File: config.mk
export PLATFORM = sky130hd
export DESIGN_NAME = infix_to_postfix
export DESIGN_NICKNAME = d
export VERILOG_FILES = /design/src/rtl/infix_to_postfix.sv
export SDC_FILE = /design/constraint.sdc
export NUM_CORES = 1
export LEC_CHECK = 0
export BUFFER_PORTS_ARGS = -buffer_cell sky130_fd_sc_hd__buf_2
export CORE_MARGIN = 1
export CORE_UTILIZATION = 61
export CTS_CLUSTER_DIAMETER = 100
export DETAILED_ROUTE_END_ITERATION = 6
export PLACE_DENSITY = 0.8
export SYNTH_ARGS = -nofsm -noshare
export SYNTH_HDL_FRONTEND = slang
export SYNTH_SLANG_ARGS = --single-unit
File: constraint.sdc
create_clock -name CLK -period 7.14 [get_ports CLK]
set_input_delay 1.428 -clock CLK [delete_from_list [all_inputs] [get_ports CLK]]
set_output_delay 1.428 -clock CLK [all_outputs]
set_load 0.05 [all_outputs]
File: src/rtl/infix_to_postfix.sv
// infix_to_postfix
// Shunting-yard converter: takes infix tokens one per handshake and emits the
// postfix stream as single-cycle strobes for an RPN evaluator. Each expression
// ends with a combined NUMBER_STB+SIGN_STB terminator carrying "=".
//
// Ports:
//   CLK, RST                 clock, asynchronous active-low reset
//   IN_TOKEN/IN_IS_OP/IN_END token value, operator flag, end-of-expression
//   IN_VALID/IN_READY        input handshake
//   DST_BUSY                 evaluator busy, blocks strobes
//   OUT_NUMBER/NUMBER_STB    number output and strobe
//   OUT_SIGN/SIGN_STB        operator output and strobe
//   DONE                     terminator pulse
//   ERR                      sticky error, cleared only by reset
//   OUT_COUNT                strobe counter (only with TOKEN_CNT_EN defined)
//
// Optional feature macro: TOKEN_CNT_EN
module infix_to_postfix #(
  parameter int DEPTH   = 8,
  parameter int MIN_GAP = 2
) (
  input  logic       CLK,
  input  logic       RST,
  input  logic [7:0] IN_TOKEN,
  input  logic       IN_IS_OP,
  input  logic       IN_END,
  input  logic       IN_VALID,
  output logic       IN_READY,
  input  logic       DST_BUSY,
  output logic [7:0] OUT_NUMBER,
  output logic       NUMBER_STB,
  output logic [7:0] OUT_SIGN,
  output logic       SIGN_STB,
  output logic       DONE,
`ifdef TOKEN_CNT_EN
  output logic [7:0] OUT_COUNT,
`endif
  output logic       ERR
);

  localparam int AW  = (DEPTH > 1) ? $clog2(DEPTH) : 1;
  localparam int SPW = AW + 1;

  localparam logic [7:0] C_LPAR = 8'h28;
  localparam logic [7:0] C_RPAR = 8'h29;
  localparam logic [7:0] C_MUL  = 8'h2A;
  localparam logic [7:0] C_ADD  = 8'h2B;
  localparam logic [7:0] C_SUB  = 8'h2D;
  localparam logic [7:0] C_DIV  = 8'h2F;
  localparam logic [7:0] C_EQ   = 8'h3D;

  typedef enum logic [2:0] {
    S_IDLE, S_EMIT_NUM, S_POP_PREC, S_POP_PAREN, S_DRAIN, S_TERM, S_ERROR
  } state_t;

  // "(" maps to 0 so an incoming operator never pops past it.
  function automatic logic [1:0] prec(input logic [7:0] tok);
    case (tok)
      C_MUL, C_DIV: prec = 2'd2;
      C_ADD, C_SUB: prec = 2'd1;
      default:      prec = 2'd0;
    endcase
  endfunction

  state_t         r_state;
  logic [7:0]     r_stack [DEPTH];
  logic [SPW-1:0] r_sp;
  logic [7:0]     r_op;
  logic [7:0]     r_num;
  logic [7:0]     r_gap;
  logic           r_ready;
  logic [7:0]     r_out_number;
  logic [7:0]     r_out_sign;
  logic           r_number_stb;
  logic           r_sign_stb;
  logic           r_done;
  logic           r_err;

  logic [AW-1:0]  w_top_idx;
  logic [7:0]     w_top;
  logic           w_empty;
  logic           w_full;
  logic           w_accept;
  logic           w_can_fire;
  logic           w_prec_pop;
  logic           w_push;
  logic [7:0]     w_push_val;

  assign w_top_idx  = r_sp[AW-1:0] - 1'b1;
  assign w_top      = r_stack[w_top_idx];
  assign w_empty    = (r_sp == '0);
  assign w_full     = (r_sp == SPW'(DEPTH));
  assign w_accept   = IN_VALID && r_ready && (r_state == S_IDLE);
  // r_gap counts consecutive strobe-free cycles, saturating.
  assign w_can_fire = !DST_BUSY && (r_gap >= 8'(MIN_GAP));
  assign w_prec_pop = !w_empty && (prec(w_top) >= prec(r_op));

  assign w_push = (w_accept && !IN_END && IN_IS_OP && (IN_TOKEN == C_LPAR) && !w_full)
               || ((r_state == S_POP_PREC) && !w_prec_pop && !w_full);
  assign w_push_val = (r_state == S_POP_PREC) ? r_op : C_LPAR;

  // Stack contents need no reset: the pointer alone defines validity.
  always_ff @(posedge CLK) begin
    if (w_push) r_stack[r_sp[AW-1:0]] <= w_push_val;
  end

  always_ff @(posedge CLK or negedge RST) begin
    if (!RST) begin
      r_state      <= S_IDLE;
      r_sp         <= '0;
      r_op         <= '0;
      r_num        <= '0;
      r_gap        <= '0;
      r_ready      <= 1'b0;
      r_out_number <= '0;
      r_out_sign   <= '0;
      r_number_stb <= 1'b0;
      r_sign_stb   <= 1'b0;
      r_done       <= 1'b0;
      r_err        <= 1'b0;
    end else begin
      r_number_stb <= 1'b0;
      r_sign_stb   <= 1'b0;
      r_done       <= 1'b0;
      if (r_gap != 8'hFF) r_gap <= r_gap + 8'd1;

      case (r_state)
        S_IDLE: begin
          r_ready <= 1'b1;
          if (w_accept) begin
            // IN_END takes priority over any operator flag.
            if (IN_END) begin
              r_ready <= 1'b0;
              r_state <= S_DRAIN;
            end else if (!IN_IS_OP) begin
              r_num   <= IN_TOKEN;
              r_ready <= 1'b0;
              r_state <= S_EMIT_NUM;
            end else begin
              case (IN_TOKEN)
                C_LPAR: begin
                  if (w_full) begin
                    r_err   <= 1'b1;
                    r_ready <= 1'b0;
                    r_state <= S_ERROR;
                  end else begin
                    r_sp <= r_sp + 1'b1;
                  end
                end
                C_ADD, C_SUB, C_MUL, C_DIV: begin
                  r_op    <= IN_TOKEN;
                  r_ready <= 1'b0;
                  r_state <= S_POP_PREC;
                end
                C_RPAR: begin
                  r_ready <= 1'b0;
                  r_state <= S_POP_PAREN;
                end
                default: begin
                  r_err   <= 1'b1;
                  r_ready <= 1'b0;
                  r_state <= S_ERROR;
                end
              endcase
            end
          end
        end

        S_EMIT_NUM: begin
          if (w_can_fire) begin
            r_out_number <= r_num;
            r_number_stb <= 1'b1;
            r_gap        <= '0;
            r_ready      <= 1'b1;
            r_state      <= S_IDLE;
          end
        end

        S_POP_PREC: begin
          if (w_prec_pop) begin
            if (w_can_fire) begin
              r_out_sign <= w_top;
              r_sign_stb <= 1'b1;
              r_gap      <= '0;
              r_sp       <= r_sp - 1'b1;
            end
          end else if (w_full) begin
            r_err   <= 1'b1;
            r_state <= S_ERROR;
          end else begin
            r_sp    <= r_sp + 1'b1;
            r_ready <= 1'b1;
            r_state <= S_IDLE;
          end
        end

        S_POP_PAREN: begin
          if (w_empty) begin
            r_err   <= 1'b1;
            r_state <= S_ERROR;
          end else if (w_top == C_LPAR) begin
            // Matching "(" is discarded silently, no strobe.
            r_sp    <= r_sp - 1'b1;
            r_ready <= 1'b1;
            r_state <= S_IDLE;
          end else if (w_can_fire) begin
            r_out_sign <= w_top;
            r_sign_stb <= 1'b1;
            r_gap      <= '0;
            r_sp       <= r_sp - 1'b1;
          end
        end

        S_DRAIN: begin
          if (w_empty) begin
            r_state <= S_TERM;
          end else if (w_top == C_LPAR) begin
            r_err   <= 1'b1;
            r_state <= S_ERROR;
          end else if (w_can_fire) begin
            r_out_sign <= w_top;
            r_sign_stb <= 1'b1;
            r_gap      <= '0;
            r_sp       <= r_sp - 1'b1;
          end
        end

        S_TERM: begin
          if (w_can_fire) begin
            r_out_number <= '0;
            r_out_sign   <= C_EQ;
            r_number_stb <= 1'b1;
            r_sign_stb   <= 1'b1;
            r_done       <= 1'b1;
            r_gap        <= '0;
            r_sp         <= '0;
            r_ready      <= 1'b1;
            r_state      <= S_IDLE;
          end
        end

        default: begin
          r_ready <= 1'b0;
        end
      endcase
    end
  end

`ifdef TOKEN_CNT_EN
  logic [7:0] r_count;

  // Counts visible token strobes; the terminator carries DONE and is skipped.
  always_ff @(posedge CLK or negedge RST) begin
    if (!RST) begin
      r_count <= '0;
    end else if (r_done) begin
      r_count <= '0;
    end else if (r_number_stb || r_sign_stb) begin
      r_count <= r_count + 8'd1;
    end
  end

  assign OUT_COUNT = r_count;
`endif

  assign IN_READY   = r_ready;
  assign OUT_NUMBER = r_out_number;
  assign NUMBER_STB = r_number_stb;
  assign OUT_SIGN   = r_out_sign;
  assign SIGN_STB   = r_sign_stb;
  assign DONE       = r_done;
  assign ERR        = r_err;

endmodule

==> flow_summary.ini <==
[run_status]
status = finished, violations left
failed_checks = DRC

[floorplan]
die_w_um = 100
die_h_um = 100
coreArea_mm2 = 0.00928
die-area_mm2 = 0.00999
rows = 35
start_util_pct = 63.1
ios = 35

[timing]
fin_crit_sh_pct = 92.6
slew_violations = 0
hold_slack_ps = 459
worst_clock_skew_ps = 8.97
final.min_clock_period_ps = 6610
setup_violations = 0
worst_pin_slew_ps = 1270
tns_ps = 0
slew_headroom_pct = 15.3
max_freq_ghz = 0.151
grt_setup_unrepaired = false
hold_viol_final = 0

[power]
comb_power_share_pct = 40.7
p_seq_share_pct = 31.0
power.net_switching_mw = 1.20
powerDensity_mw_per_mm2 = 442
p_total_mw = 2.95
power.share.clock_pct = 28.3
swShare_pct = 40.6
worst_ir_drop_vdd_uv = 212
p_leak_nw = 2.59
p_int_mw = 1.75

[clocking]
worstSkewPairLatency_ps = 520
cts_root_buf = clkbuf_8
tritoncts = done
postCtsHoldBufs = 0
cts.sinks = 116
clock_path_buffers = 2
clkTransAtPathRegs_ps = 60
numCtsBuffers = 17
cts_resized = 0
cts_setup_buffers = 0
cts_htree_levels = 4

[synth]
synth_edf_count = 64
synth_seq_area_share_pct = 55.1
ys.warnings.count = 0
yosysTopAreaCell = edfxtp_1
synth_top_area_share_pct = 32.8
netlist_area_mm2 = 0.00585
synth_seq_cells = 116
syn-instance-count = 508
synth_most_common_cell = edfxtp_1
yosysUniqueCellTypes = 66
synthesis.nets = 528
synth.area.top_cells = edfxtp_1 (33%), dfrtp_1 (22%), mux4_2 (4.6%)
async_flop_share_pct = 44.8
synth-main-ff-cell = edfxtp_1
postSynthAreaPerCell_um2 = 11.5
synthTopCellsByCount = edfxtp_1 (64), dfrtp_1 (52), nor2_1 (47)

[global_routing]
grt_usage_pct = 31.8
grt_max_degree = 53
grt_pass1_vias = 4293
grt_overflow = 0
grt_pass1_wl_um = 23500
antenna_found_initial = 0

[critical_path]
worstPathArrival_ps = 6740
crit_top_cell = ha_1
r2r_slack_ps = 530
cp_cell_sequence = inv_1 > ha_1 > buf_4 > and3b_1 > a2111oi_0 > a31o_2 > or4_4 > or3_1 > ha_1 > nand2b_1 > a21o_1 > a21boi_0 > a21oi_1 > nor2_1 > nand2_1 > nor3_1
slowest_stage = ha_1
required_ps = 7270
timing.critical_path.buf_inv = 2
critPathKind = flop to flop
end_kind = flop
crit_family = simple AND/OR/NAND/NOR gates
r2r-start = r_sp[1]$_DFFE_PN0P_
critPathLaunch = r_sp[1]$_DFFE_PN0P_
cp_slowest_stage_delay_ps = 1030
crit_fanout = 31
worstSetupStartpointType = flop

[detailed_routing]
drt-total-wl_um = 14900
drtIter0Drc = 608
vias = 4573
post_drt_wl_per_cell_um = 21.8
ant_nets = 0
drt_first_pass_iters = 7
via_per_inst = 6.70
drc = 3

[finish]
instances_no_fill = 683
area_delta_synth_final_pct = 14.3
fin_nets = 561
fill_cells = 642
drive_gt1_share_pct = 19.5
n_antenna_cell = 0

[worst_hold_path]
min_from = OUT_NUMBER[3]$_DFFE_PN0P_
hp-class = flop to flop

[flow_run]
cap_violations = 0

[placed_design]
dp_hpwl_um = 9840
gp_congestion = 0.973
dp.cells = 651
port_buffers = 34
## cell usage in the layout, fill, tap and decap left out, types with 8 or more instances in the layout
| cell type | netlist | layout |
|---|---|---|
| mux4_2 | 12 | 12 |
| mux2_2 | 14 | 14 |
| inv_1 | 12 | 12 |
| nor3_1 | 19 | 19 |
| nand3_1 | 14 | 14 |
| nor3b_1 | 9 | 9 |
| edfxtp_1 | 64 | 64 |
| nor2b_1 | 8 | 8 |
| a21oi_1 | 26 | 26 |
| nand2_1 | 38 | 38 |
| nand3b_1 | 14 | 14 |
| dfrtp_1 | 52 | 52 |
| o21ai_0 | 19 | 19 |
| buf_2 | 6 | 34 |
| mux2i_1 | 12 | 12 |
| nor2_1 | 47 | 47 |
| clkbuf_16 | 0 | 16 |
## registers in the layout, summed over array words and instances, names as in the netlist, 3 cells and up
name and flops:
OUT_NUMBER 8, OUT_SIGN 8, r_gap 8, r_num 8, r_op 8, r_sp 4, r_stack 64, r_state 3
## metrics by stage
step,util [%],setup slack (ps),cell area [um^2]
global placement,65.8,1090,6110
floorplan,-,1920,5850
global route,72.0,106,6690
finish,72.0,528,6690
CTS,72.0,579,6690
detailed placement,65.8,791,6110
## area by class of cell
| class | count | area [um^2] | area share, % |
|---|---|---|---|
| multi-input cells | 354 | 2470 | 36.9 |
| flip-flops and latches | 116 | 3220 | 48.2 |
| repair buffers | 38 | 200 | 2.99 |
| clock inverters | 14 | 164 | 2.45 |
| inverters | 14 | 52.6 | 0.786 |
| clock buffers | 18 | 418 | 6.25 |
| well taps | 129 | 161 | 2.41 |
## layer usage
layer	GRT usage [%]	routed length, um	vias up
met5	0	0	-
met4	13.3	415	0
met3	8.84	1590	59
met2	48.3	6960	313
met1	43.6	5900	2207
li1	-	-	1994
## kinds of logic (layout without fill, tap and decap cells)
logic type | Yosys count | count (layout) | share of synthesized area [%]
flip-flops | 116 | 116 | 55.1
XOR/XNOR | 11 | 11 | 1.65
AND/OR/NAND/NOR | 195 | 195 | 17.6
multiplexers | 39 | 39 | 9.81
buffers and inverters | 38 | 84 | 2.76
AO/OA/AOI/OAI | 103 | 103 | 11.9
adder cells (fa/ha/maj) | 6 | 6 | 1.28
## power groups by stage
stage          sequential [mW]  clock, mW  combinational, mW
2_1_floorplan            0.985          0              0.838
3_3_place_gp             0.919          0               1.12
3_5_place_dp             0.922          0               1.15
4_1_cts                  0.911      0.843               1.18
5_1_grt                  0.927      0.872               1.28
6_report                 0.916      0.838               1.20
## final timing paths
kind,end,cells past startpoint
worst max register to register,r_stack[0][2]$_DFFE_PP_,16
min in group asynchronous,r_gap[3]$_DFF_PN0_,1
worst min register to register,OUT_NUMBER[3]$_DFFE_PN0P_,2
worst min-delay path,OUT_NUMBER[3]$_DFFE_PN0P_,2
worst max-delay path,r_stack[0][2]$_DFFE_PP_,16
max in group asynchronous,r_op[7]$_DFFE_PN0P_,1
## worst min-delay path: cells and delay by family (launching register included)
kind / cells / cell delay, ps
DFF: 1 / 340
and+or+nand+nor: 2 / 90
(Power assumes the default switching activity.)
